`config.mk`:
```
export PLATFORM = sky130hd
export DESIGN_NAME = ram_arbiter
export DESIGN_NICKNAME = d
export VERILOG_FILES = /design/src/rtl/ram_arbiter.sv
export SDC_FILE = /design/constraint.sdc
export NUM_CORES = 1
export LEC_CHECK = 0
export CORE_ASPECT_RATIO = 1.4
export CORE_MARGIN = 4
export CORE_UTILIZATION = 43
export CTS_BUF_LIST = sky130_fd_sc_hd__clkbuf_16
export DETAILED_ROUTE_END_ITERATION = 10
export PLACE_DENSITY = 0.89
export SYNTH_ARGS = -nofsm -noshare
export SYNTH_HDL_FRONTEND = slang
export SYNTH_SLANG_ARGS = --single-unit
```
`constraint.sdc`:
```
create_clock -name clk -period 2.3 [get_ports clk]
set_input_delay 0.46 -clock clk [delete_from_list [all_inputs] [get_ports clk]]
set_output_delay 0.46 -clock clk [all_outputs]
set_load 0.03 [all_outputs]
```
`src/rtl/ram_arbiter.sv`:
```
// ram_arbiter: two-requester round-robin arbiter in front of a 4x16 RAM.
// Each transaction runs IDLE -> SETUP -> ACCESS -> DONE. Every output is
// driven straight from a flop.
`timescale 1ns/1ps

module ram_arbiter (
    input  logic        clk,
    input  logic        clear,
    input  logic        a_req,
    input  logic        b_req,
    input  logic        a_rw,
    input  logic        b_rw,
    input  logic [1:0]  a_addr,
    input  logic [1:0]  b_addr,
    input  logic [15:0] a_wdata,
    input  logic [15:0] b_wdata,
    output logic        a_gnt,
    output logic        b_gnt,
    output logic        a_done,
    output logic        b_done,
    output logic [15:0] a_rdata,
    output logic [15:0] b_rdata,
    output logic [1:0]  ram_addr,
    output logic        ram_r_w,
    output logic [15:0] ram_in,
    input  logic [15:0] ram_out,
    output logic        busy
);

    typedef enum logic [1:0] {
        IDLE   = 2'd0,
        SETUP  = 2'd1,
        ACCESS = 2'd2,
        DONE   = 2'd3
    } state_t;

    // FSM state and transaction context
    state_t      state_q, state_d;
    logic        last_b_q, last_b_d;   // 1: requester B was served last
    logic        win_b_q, win_b_d;     // 1: current transaction belongs to B
    logic        rw_q, rw_d;           // latched read/write of the winner

    // Registered outputs; ram_addr_q/ram_in_q double as the latched
    // address and write data of the winner
    logic [1:0]  ram_addr_q, ram_addr_d;
    logic [15:0] ram_in_q, ram_in_d;
    logic        ram_r_w_q, ram_r_w_d;
    logic        a_gnt_q, a_gnt_d;
    logic        b_gnt_q, b_gnt_d;
    logic        a_done_q, a_done_d;
    logic        b_done_q, b_done_d;
    logic [15:0] a_rdata_q, a_rdata_d;
    logic [15:0] b_rdata_q, b_rdata_d;
    logic        busy_q, busy_d;

    // Round-robin choice: B wins if it is alone, or if both request and
    // A was served last.
    logic        pick_b;
    assign pick_b = b_req & (~a_req | ~last_b_q);

    // Next-state and next-output logic for the whole arbiter
    always_comb begin
        // NOTE: every signal gets a default before the case so no path
        // leaves one unassigned, which would infer a latch.
        state_d    = state_q;
        last_b_d   = last_b_q;
        win_b_d    = win_b_q;
        rw_d       = rw_q;
        ram_addr_d = ram_addr_q;
        ram_in_d   = ram_in_q;
        ram_r_w_d  = 1'b0;
        a_gnt_d    = 1'b0;
        b_gnt_d    = 1'b0;
        a_done_d   = 1'b0;
        b_done_d   = 1'b0;
        a_rdata_d  = a_rdata_q;
        b_rdata_d  = b_rdata_q;

        unique case (state_q)
            IDLE: begin
                if (a_req || b_req) begin
                    win_b_d    = pick_b;
                    rw_d       = pick_b ? b_rw    : a_rw;
                    ram_addr_d = pick_b ? b_addr  : a_addr;
                    ram_in_d   = pick_b ? b_wdata : a_wdata;
                    a_gnt_d    = ~pick_b;
                    b_gnt_d    = pick_b;
                    state_d    = SETUP;
                end
            end

            SETUP: begin
                // Address and data have settled for a cycle; strobe now.
                ram_r_w_d = rw_q;
                state_d   = ACCESS;
            end

            ACCESS: begin
                // The edge leaving ACCESS samples the RAM read data.
                if (!rw_q) begin
                    if (win_b_q) b_rdata_d = ram_out;
                    else         a_rdata_d = ram_out;
                end
                a_done_d = ~win_b_q;
                b_done_d = win_b_q;
                last_b_d = win_b_q;
                state_d  = DONE;
            end

            DONE: begin
                state_d = IDLE;
            end

            default: begin
                state_d = IDLE;
            end
        endcase

        busy_d = (state_d != IDLE);
    end

    // State and output registers with synchronous clear
    always_ff @(posedge clk) begin
        // NOTE: sequential state uses non-blocking assignments so all
        // flops update together from values sampled before the edge.
        if (clear) begin
            state_q    <= IDLE;
            last_b_q   <= 1'b1;
            win_b_q    <= 1'b0;
            rw_q       <= 1'b0;
            ram_addr_q <= 2'd0;
            ram_in_q   <= 16'd0;
            ram_r_w_q  <= 1'b0;
            a_gnt_q    <= 1'b0;
            b_gnt_q    <= 1'b0;
            a_done_q   <= 1'b0;
            b_done_q   <= 1'b0;
            a_rdata_q  <= 16'd0;
            b_rdata_q  <= 16'd0;
            busy_q     <= 1'b0;
        end else begin
            state_q    <= state_d;
            last_b_q   <= last_b_d;
            win_b_q    <= win_b_d;
            rw_q       <= rw_d;
            ram_addr_q <= ram_addr_d;
            ram_in_q   <= ram_in_d;
            ram_r_w_q  <= ram_r_w_d;
            a_gnt_q    <= a_gnt_d;
            b_gnt_q    <= b_gnt_d;
            a_done_q   <= a_done_d;
            b_done_q   <= b_done_d;
            a_rdata_q  <= a_rdata_d;
            b_rdata_q  <= b_rdata_d;
            busy_q     <= busy_d;
        end
    end

    assign a_gnt    = a_gnt_q;
    assign b_gnt    = b_gnt_q;
    assign a_done   = a_done_q;
    assign b_done   = b_done_q;
    assign a_rdata  = a_rdata_q;
    assign b_rdata  = b_rdata_q;
    assign ram_addr = ram_addr_q;
    assign ram_r_w  = ram_r_w_q;
    assign ram_in   = ram_in_q;
    assign busy     = busy_q;

endmodule
```
## Yosys cells after proc, flatten, opt, wreduce, memory -nomap -nowiden

Cells that the tools add are included.

| operators by class | value |
|---|---|
| muxes and demuxes | 5 |
| eq/ne operators | 3 |
| bitwise operators | 11 |
| reduce and logical (&&, ||, !) cells | 9 |

Operators by type and width:

| kind | number |
|---|---|
| 16-bit 2-to-1 mux | 1 |
| 1-bit inverter | 9 |
| 2-bit one-hot mux with 4 select lines | 1 |
| 3-bit AND reduction | 2 |
| 2-bit == test, second input constant | 2 |
| 2-bit 2-to-1 mux | 2 |
| 2-bit OR reduction | 2 |
| 3-bit OR reduction | 1 |
| 2-bit by 1-bit == test with 1-bit output, second input constant | 1 |
| 2-bit logical NOT | 1 |
| 2-bit AND reduction | 1 |
| 2-bit nonzero test | 1 |
| 1-bit bitwise AND | 1 |
| 1-bit logical OR | 1 |
| 1-bit 2-to-1 mux | 1 |
| 1-bit bitwise OR | 1 |

| word-level totals | value |
|---|---|
| output and inout port bits | 56 |
| logic and storage cells | 42 |
| input bits | 58 |
| flip-flop bits (word level) | 61 |

## Logic depth before layout (Yosys ltp)

| logic depth | value |
|---|---|
| depth after elaboration | 4 |
| mapped depth | 7 |
| depth with buffers taken out | 5 |

## Least setup slack after synthesis

OpenSTA, ideal clock, no wires.

| timing | value |
|---|---|
| kind | reg2reg |
| start point | register state_q[0] |
| end point | register a_rdata_q[10], in the netlist a_rdata[10] |
| arrival | 1,332 ps |
| data required time | 2,168 ps |
| path buffers | 2 |
| period minus slack after synthesis | 1,465 ps |
| setup slack | 835 ps |
| cell stages (with the launch flop) | 8 |
| cell sequence | dfxtp_1 -> inv_1 -> ha_1 -> or3b_1 -> buf_2 -> buf_6 -> nand2_1 -> a21oi_1 |

| between the ends | value |
|---|---|
| longest elaborated chain between the ends | 2 |

Ends and longest elaborated chain:

| element | line | text |
|---|---|---|
| start: declaration | 38 | `state_t state_q, state_d;` |
| start signal: assignment | 142 | `state_q <= state_d;` |
| 2-bit == test | 79 | `unique case (state_q)` |
| 3-bit AND reduction (no source line) | -- |  |
| end signal: assignment | 153 | `a_rdata_q <= a_rdata_d;` |
| end: declaration | 52 | `logic [15:0] a_rdata_q, a_rdata_d;` |

Every way passes these cells.
A chain may end at the register's enable or synchronous reset.

## Worst setup path in the final report

| timing | value |
|---|---|
| start point | register a_rdata_q[12], in the netlist a_rdata[12] |
| end point | output port a_rdata[12] |

RTL lines:

| element | line | text |
|---|---|---|
| end: declaration | 21 | `output logic [15:0] a_rdata,` |

No word-level cell between the ends.

==> metrics.txt <==
status complete, no violations; first-pass GRT wire length 10,100 um; Mapped Area 2310 um^2; # port buffers 113; cell count after synthesis 285; CTS tree built; die area 6640 um^2; initial antenna violation count 0; Lkg Pwr 1.41 nW; CP top delay family buffers and inverters; Tot Pwr 0.00415 W; peak supply drop 0.761 mV; Yosys top cell by area dfxtp_1; total track usage 19.1%; M1 GR Usage 19.0%; CP Data Required Time 1.84 ns; Layout Nets 454; largest net degree at the start of global routing 34; DR pass1 iterations 4; Post-CTS Setup Bufs 0; final WL 6470 um; setup TNS 0 ns; Setup CP Type flop to output pin; Slew Viols, Final 0; flops & latches, synth 61; largest stage delay on the critical path 0.70 ns; antenna fix cells 0; Synth area leaders dfxtp_1, nand2_1, a21oi_1; clock share of power 32.8%; I/O pins 114; Power Density 1100 nW/um^2; slew margin rel. 54.9%; CP startpoint kind flop; clock sinks 61; Die X 70.0 um; final setup fails 0; Initial Util 44.5%; Final Cycle Share 79.3%; Synth cell types 24; dpl hpwl 4810 um; max_cap viols 0; hold_buf cts 0; post-detailed-route count of antenna-violating nets 0; DR vias 2,342; Crit-path slowest cell clkdlybuf4s50_1; grt ovf 0; worst skew pair latency 0.32 ns; critical path arrival 1.36 ns; CTS clk-pin slew, worst paths 0.05 ns; Final Critical Period 1.82 ns; GP Congestion 0.798; Chip Height 94.8 um; Core ar. 5200 um^2; area added between synthesis and finish 62.8%; hold crit path type input port to flop; gr busiest metal met2; Critical Path Fanout Max 2; share of cells above drive strength 1 6.03%; Yosys warnings 0; CTS root buf clkbuf_16; DRC Markers 0; number of instances resized during post-cts repair 0; combinational group share of total power 34.3%; CTS Buf Count 9; achievable frequency 549 MHz; Seq/Total Area, Yosys 52.8%; Critical path buffers and inverters 1; area share of the largest cell type after synthesis 52.8%; grt met3 use 6.71%; htree depth 3; CP Capture Type output pin; Final Hold Vio Count 0; met2 global-route usage 34.9%; vias in the first global route 2,327; Mapped Avg Cell Area 8.12 um^2; Worst Hold Margin 0.357 ns; RSZ-0062 raised after global routing no; cells along the critical path clkdlybuf4s50_1; Int Pwr 0.00279 W; CTS max path bufs 2; Net Sw Frac 32.8%; share of power burned in registers 32.9%; FP Rows 31; 1st-iter DRT viols 171; syn nets 346; drt wl/cell 13.9 um; via-per-instance ratio 5.05; pin slew with the least headroom to its limit 0.675 ns; clk_skew 0.00517 ns; Sw Pwr 0.00136 W
## Yosys cell counts
library cell	instances
a211oi_1	19
a21bo_2	1
a21boi_1	1
a21oi_1	54
and3b_1	1
buf_2	10
buf_4	2
buf_6	1
clkbuf_1	8
clkbuf_2	1
dfxtp_1	61
ha_1	3
inv_1	3
mux2i_1	1
nand2_1	88
nand3b_1	1
nor2_1	21
nor2b_1	1
nor3_1	3
nor3b_4	1
o21a_1	1
o21ai_1	1
or2_2	1
or3b_1	1
## cell usage in the layout, fill, tap and decap left out, types with 2 or more instances in the layout
cell             instances
nor3_1                   3
clkinv_1                 2
a211oi_1                19
dfxtp_1                 61
nor2_1                  21
inv_1                    4
clkdlybuf4s50_1        112
nand2_1                 88
clkinv_2                 2
bufinv_16                2
a21oi_1                 54
buf_4                    6
clkbuf_16                9
ha_1                     3
## flip-flops by register name (all words and copies together) (netlist names), 2 cells and up
signal and count:
state_q 2, b_rdata 16, ram_addr 2, ram_in 16, a_rdata 16
## power by group through the flow
| stage | Sequential (W) | Combinational (W) | Clock (W) |
|---|---|---|---|
| 2_1_floorplan | 0.00170 | 0.000548 | 0 |
| 3_3_place_gp | 0.00138 | 0.00139 | 0 |
| 3_5_place_dp | 0.00139 | 0.00143 | 0 |
| 4_1_cts | 0.00137 | 0.00144 | 0.00138 |
| 5_1_grt | 0.00139 | 0.00154 | 0.00143 |
| 6_report | 0.00137 | 0.00142 | 0.00136 |
## area by class of cell
type                            count  area (um^2)
Inverter                            3         11.3
Fill cell                         406         1430
Sequential cell                    61         1220
Clock inverter                      7         81.3
Timing Repair Buffer              119         1170
Tap cell                           66         82.6
Clock buffer                        9          225
Multi-Input combinational cell    199          975
## per-layer routing
layer,vias to the layer above,wire (um)
li1,1161,-
met1,1068,2460
met2,97,3410
met3,16,447
met4,0,153
met5,-,0
## logic make-up after synthesis
family | Yosys count | synth area share, %
AO/OA/AOI/OAI | 77 | 19.1
adder cells (fa/ha/maj) | 3 | 1.62
buffers and inverters | 25 | 5.30
flip-flops | 61 | 52.8
multiplexers | 1 | 0.432
AND/OR/NAND/NOR | 118 | 20.8
## final timing paths
kind / startpoint / cells after the start / slack, ns / endpoint
hold / removal: clear / 2 / 0.36 / state_q[0]
setup reg to reg: state_q[0] / 5 / 0.60 / a_rdata[0]
setup / recovery: a_rdata[12] / 1 / 0.48 / a_rdata[12]
hold reg to reg: b_rdata[7] / 2 / 0.45 / b_rdata[7]
## stage by stage
step	utilization [%]	instances	setup WS, ns	area (um^2)
floorplan	-	285	0.835	2310
global placement	66.6	448	0.465	3460
detailed placement	66.6	448	0.315	3460
CTS	72.5	464	0.467	3770
global route	72.5	464	0.448	3770
finish	72.5	464	0.477	3770
Note: power is estimated with default switching activity, not from simulation.
